## config.mk

```make
export PLATFORM = sky130hd
export DESIGN_NAME = pim_conv_ctrl
export DESIGN_NICKNAME = d
export VERILOG_FILES = /design/src/rtl/pim_pkg.sv /design/src/rtl/pim_shift_acc.sv /design/src/rtl/pim_conv_ctrl.sv
export SDC_FILE = /design/constraint.sdc
export NUM_CORES = 1
export LEC_CHECK = 0
export CAP_MARGIN = 15
export CORE_MARGIN = 4
export CORE_UTILIZATION = 45
export DETAILED_ROUTE_END_ITERATION = 16
export GPL_TIMING_DRIVEN = 0
export HOLD_SLACK_MARGIN = 0.02
export PLACE_DENSITY = 0.82
export SLEW_MARGIN = 20
export SYNTH_ARGS = -nofsm -noshare
export SYNTH_HDL_FRONTEND = slang
export SYNTH_SLANG_ARGS = --single-unit
```

## constraint.sdc

```tcl
create_clock -name clk -period 4 [get_ports clk]
set_input_delay 0.8 -clock clk [delete_from_list [all_inputs] [get_ports clk]]
set_output_delay 0.8 -clock clk [all_outputs]
set_load 0.05 [all_outputs]
```

## src/rtl/pim_pkg.sv

```systemverilog
// pim_pkg: shared FSM state encoding and width helpers for the PIM crossbar datapath
package pim_pkg;
  typedef enum logic [1:0] {IDLE, ISSUE, LAST, OUT} state_t;
  function automatic int acc_w(input int adc_p, input int act_bits);
    return adc_p + act_bits;
  endfunction
  function automatic int idx_w(input int n);
    return n > 1 ? $clog2(n) : 1;
  endfunction
endpackage

```

## src/rtl/pim_shift_acc.sv

```systemverilog
// pim_shift_acc: sign-extend ADC sample, shift by bit-plane index, accumulate; sync clear. Ports: clk, rst (async active-low), clr, en, din, sh, sum (acc + shifted sample)
module pim_shift_acc import pim_pkg::*; #(
  parameter int ADC_P = 8,
  parameter int ACT_BITS = 4,
  localparam int ACC_W = acc_w(ADC_P, ACT_BITS),
  localparam int BW = idx_w(ACT_BITS)
) (
  input  logic             clk,
  input  logic             rst,
  input  logic             clr,
  input  logic             en,
  input  logic [ADC_P-1:0] din,
  input  logic [BW-1:0]    sh,
  output logic [ACC_W-1:0] sum
);
  logic [ACC_W-1:0] acc;
  assign sum = acc + ({{(ACC_W-ADC_P){din[ADC_P-1]}}, din} << sh);
  always_ff @(posedge clk or negedge rst)
    if (!rst) acc <= '0;
    else if (clr) acc <= '0;
    else if (en) acc <= sum;
endmodule

```

## src/rtl/pim_conv_ctrl.sv

```systemverilog
// pim_conv_ctrl: bit-serial crossbar sequencer; ports: clk, rst (async active-low), in_* activation handshake, pim_* crossbar drive/return, out_* column result stream, busy
module pim_conv_ctrl import pim_pkg::*; #(
  parameter int INPUT_SIZE = 64,
  parameter int DEPTH = 6,
  parameter int ADC_P = 8,
  parameter int ACT_BITS = 4,
  parameter int NUM_COLS = 64,
  localparam int ACC_W = acc_w(ADC_P, ACT_BITS),
  localparam int BW = idx_w(ACT_BITS)
) (
  input  logic                         clk,
  input  logic                         rst,
  input  logic                         in_valid,
  output logic                         in_ready,
  input  logic [INPUT_SIZE*ACT_BITS-1:0] in_act,
  output logic                         pim_en,
  output logic [INPUT_SIZE-1:0]        pim_feature,
  output logic [DEPTH-1:0]             pim_addr,
  input  logic [ADC_P-1:0]             pim_out,
  output logic                         out_valid,
  input  logic                         out_ready,
  output logic [ACC_W-1:0]             out_data,
  output logic [DEPTH-1:0]             out_col,
  output logic                         out_last,
  output logic                         busy
);
  state_t state;
  logic [BW-1:0] b, b_d;
  logic v_d, rdy;
  logic [INPUT_SIZE*ACT_BITS-1:0] act;
  logic [DEPTH-1:0] col;
  logic [ACC_W-1:0] sum;
  function automatic logic [INPUT_SIZE-1:0] plane(input logic [INPUT_SIZE*ACT_BITS-1:0] a, input logic [BW-1:0] k);
    for (int i = 0; i < INPUT_SIZE; i++) plane[i] = a[i*ACT_BITS + int'(k)];
  endfunction
  assign in_ready = rdy;
  assign busy = state != IDLE;
  assign pim_en = state == ISSUE;
  assign pim_addr = col;
  assign pim_feature = pim_en ? plane(act, b) : '0;
  // ADC result lags pim_en by one cycle, so the (valid, bit) tag is delayed to match.
  pim_shift_acc #(.ADC_P(ADC_P), .ACT_BITS(ACT_BITS)) u_acc (
    .clk(clk), .rst(rst), .clr(state == IDLE || state == OUT), .en(v_d),
    .din(pim_out), .sh(b_d), .sum(sum)
  );
  always_ff @(posedge clk or negedge rst)
    if (!rst) begin
      state <= IDLE;
      rdy <= 1'b0;
      act <= '0;
      col <= '0;
      b <= '0;
      b_d <= '0;
      v_d <= 1'b0;
      out_valid <= 1'b0;
      out_data <= '0;
      out_col <= '0;
      out_last <= 1'b0;
    end else begin
      v_d <= state == ISSUE;
      b_d <= b;
      case (state)
        IDLE:
          if (in_valid && rdy) begin
            act <= in_act;
            col <= '0;
            b <= '0;
            rdy <= 1'b0;
            state <= ISSUE;
          end else rdy <= 1'b1;
        ISSUE:
          if (b == BW'(ACT_BITS-1)) state <= LAST;
          else b <= b + BW'(1);
        // sum already folds in the final bit-plane being captured this cycle
        LAST: begin
          out_data <= sum;
          out_col <= col;
          out_last <= col == DEPTH'(NUM_COLS-1);
          out_valid <= 1'b1;
          state <= OUT;
        end
        default:
          if (out_ready) begin
            out_valid <= 1'b0;
            if (col == DEPTH'(NUM_COLS-1)) begin
              rdy <= 1'b1;
              state <= IDLE;
            end else begin
              col <= col + DEPTH'(1);
              b <= '0;
              state <= ISSUE;
            end
          end
      endcase
    end
endmodule

```

==> key figures <==
Floorplan
  – Die Area: 34870 µm²
  – Die extent in x: around 190 µm
  – IO Count: 361
  – Core area: 31560 µm²
  – Row count: 65
  – DIE HEIGHT: 186.7 µm
  – Initial Utilization: 0.4556

STA
  – RSZ-0062 raised after global routing: false
  – Fin Clk Skew: 11.68 ps
  – Max-slew violations: 0
  – Final min period: between 3000 and 4000 ps
  – Final setup viols: 0
  – Slew HR: 0.4699
  – F_max: 265.4 MHz
  – Worst Max-Slew Pin Slew: 795.1 ps
  – Final Hold Slack: between 200 and 300 ps
  – Final hold vios: 0
  – Period utilization: 0.9420

Finish
  – Fillers: around 2600
  – Design area: 19730 µm²
  – Most common cell after layout, fill and taps aside: nand2_1
  – Fin nets: between 2000 and 2500
  – Layout Area Growth over Synthesis: 37.27%
  – Ratio of cells with drive above 1 in the final layout: 0.1035
  – Commonest cells after routing, fill and taps aside: nand2_1, clkdlybuf4s50_1, dfrtp_1

Min path
  – Hold/Removal Path Class: input port to asynchronous set/reset pin

Setup path
  – Critical Path RT: 3200 ps
  – Crit-path leading delay family: buffers and inverters
  – Cell Chain, Critical Path: inv_1 > ha_1 > clkbuf_1 > and2_1 > clkdlybuf4s50_1
  – CP Buf/Inv Count: 3
  – Flop2flop setup slack: 980 ps
  – CP max stage delay: 830 ps
  – CP Launch Point: state[1]
  – Worst setup path class: flop to output port
  – Critical Path AT: 2970 ps
  – Slowest cell on the critical path: clkdlybuf4s50_1
  – CP Launch Type: flop
  – Reg2reg end: out_data[8]
  – Worst reg2reg startpoint: b_d[1]
  – Crit end category: output port
  – Worst R2R Path Depth: 9
  – Critical path peak fanout: 10

Synth
  – Adder-Cell Fraction of Synth Area: 0.01619
  – Number of enable flip-flop cells after synthesis: 0
  – Ys flop type: dfrtp_1
  – XOR/XNOR Fraction of Synth Area: 0.003655
  – Synth Area in Compound Gates: 0.03716
  – Post-synth ARST share: 1.000
  – Post-synth cell types: 55
  – Avg Inst Size Synth: 9.514 µm²
  – Post-synthesis simple-gate area fraction: 0.2574
  – Main combinational cell family by area after synthesis: simple AND/OR/NAND/NOR gates
  – Register area share after synthesis: 0.5257
  – Gate count of the mapped netlist: 1511
  – Number of synthesized register bits: 302
  – Post-synthesis mux area share: 0.1291
  – Mapped Nets: 1797
  – Syn Std Cell Area: approximately 14000 µm²
  – Yosys Warn Count: 0

Clock tree
  – CTS Buf Count: 35
  – Clk sinks: 302
  – Max clock buf depth: 3
  – Clk Latency, worst-skew pair: 510 ps
  – # H-tree levels: 2
  – TritonCTS clock tree: done
  – Root Driver: clkbuf_16
  – Post-CTS Setup Inserts: 0
  – Clock transition at path regs: approximately 60 ps

Pwr
  – VDD IR-drop max: between 300 and 400 µV
  – Pwr Density: 781.1 nW/µm²
  – Leakage: 9.758 nW

Global routing
  – GR Layer Usage met2: 0.4117
  – Most Crowded Layer GR: met2
  – All-Layer GR Usage: 0.2399
  – GRT overflow: 0
  – Global-route wire length before repair: 67970 µm
  – GRT met1 Usage: 0.2986
  – M3 GR Usage: 0.05892
  – Largest net degree at the start of global routing: 85
  – Antenna violations before repair: 6
  – Vias in the first global route: 12840

Detailed routing
  – Starting DRT DRC Count: 585
  – Post-DR vias/cell: 5.185
  – Final WL: 42190 µm
  – Vias: 12120
  – Detailed Routing Iterations Pass 1: 5
  – Wire length per cell: 18.04 µm
  – DRC: 0
  – Number of nets with antenna violations after detailed routing: 0

Run
  – Maxcap violations: 0

Placed design
  – Placement Cell Area: roughly 19000 µm²
  – GP Congestion: 0.8666
  – Post-DP HPWL: 31120 µm
  – PortBufs: 360

Status
  – Run status: finished, final reports clean
[cells in the mapped netlist, types with 3 or more instances]
cell type | n | area share
inv_1 | 11 | 0.0029
mux2_2 | 17 | 0.013
nor2b_1 | 7 | 0.0030
xnor2_1 | 4 | 0.0024
dfrtp_1 | 302 | 0.53
and3_1 | 7 | 0.0030
nand3_1 | 16 | 0.0056
ha_1 | 17 | 0.015
mux2i_1 | 11 | 0.0077
a21oi_1 | 18 | 0.0063
and2_1 | 66 | 0.029
buf_2 | 31 | 0.011
clkbuf_1 | 47 | 0.012
buf_1 | 6 | 0.0016
o21ai_0 | 14 | 0.0049
nand3b_1 | 3 | 0.0016
nand2_1 | 783 | 0.20
o211ai_1 | 5 | 0.0026
buf_4 | 6 | 0.0031
nor2_1 | 20 | 0.0052
mux4_2 | 68 | 0.11
o21a_1 | 5 | 0.0026
[flip-flops by register name, summed over array words and instances, names as in the netlist, 2 cells and up]
register	flops
pim_addr	6
state	2
b	2
b_d	2
out_data	12
out_col	6
u_acc.acc	12
act	256
[area by class of cell]
| cell class | count | area, µm² | share of cell area |
|---|---|---|---|
| flip-flops and latches | 302 | 7557 | 0.3830 |
| multi-input cells | 1107 | 6375 | 0.3230 |
| repair buffers | 363 | 3659 | 0.1854 |
| clock buffers | 47 | 1022 | 0.05180 |
| well taps | 402 | 503.0 | 0.02549 |
| plain buffers | 90 | 406.6 | 0.02061 |
| clock inverters | 12 | 158.9 | 0.008052 |
| inverters | 12 | 45.04 | 0.002283 |
| diodes | 3 | 7.507 | 0.0003804 |
[layer usage]
metal  wire length [µm]  share of wire
met1              16920           0.40
met2              20710           0.49
met3               2992          0.071
met4               1522          0.036
met5                 40        0.00095
[power by group]
group | total [mW] | internal [mW] | switching, mW
clock network | 3.25 | 1.99 | 1.26
registers | 5.22 | 4.44 | 0.778
logic | 6.94 | 2.78 | 4.17
total | 15.4 | 9.21 | 6.21
[how the worst max path moves through the flow]
| stage | end | slack (ps) | cells past startpoint |
|---|---|---|---|
| after floorplan | pim_feature[13] | 1190 | 5 |
| after global placement | act[42] | -10560 | 1 |
| after detailed placement | pim_feature[42] | -30 | 6 |
| after CTS | pim_feature[46] | 70 | 6 |
| after global routing | pim_feature[3] | 10 | 5 |
| final | pim_feature[4] | 230 | 5 |
[cells by family after synthesis]
logic type	after synthesis
AO/OA/AOI/OAI	71
AND/OR/NAND/NOR	914
adder cells (fa/ha/maj)	18
XOR/XNOR	6
multiplexers	98
buffers and inverters	102
flip-flops	302
[per-stage QoR]
stage	std cells	total power [mW]	setup TNS, ps	worst slack, ps	utilization
5_1_grt	2338	16.47	0	12.91	0.6254
6_report	2338	15.42	0	231.9	0.6254
3_3_place_gp	2273	12.03	-3179480	-10560	0.5857
3_5_place_dp	2276	12.31	-87.75	-33.79	0.5885
2_1_floorplan	1511	9.989	0	1195	-
4_1_cts	2335	15.55	0	68.90	0.6245
[timing repair]
| action | CTS | global route |
|---|---|---|
| hold buffers | 0 | 0 |
| gates resized for setup | 47 | 11 |
| endpoints found under the hold margin | 0 | 0 |
| endpoints found under the setup margin | 50 | 18 |
No activity file was read; power rests on OpenSTA's default activity.
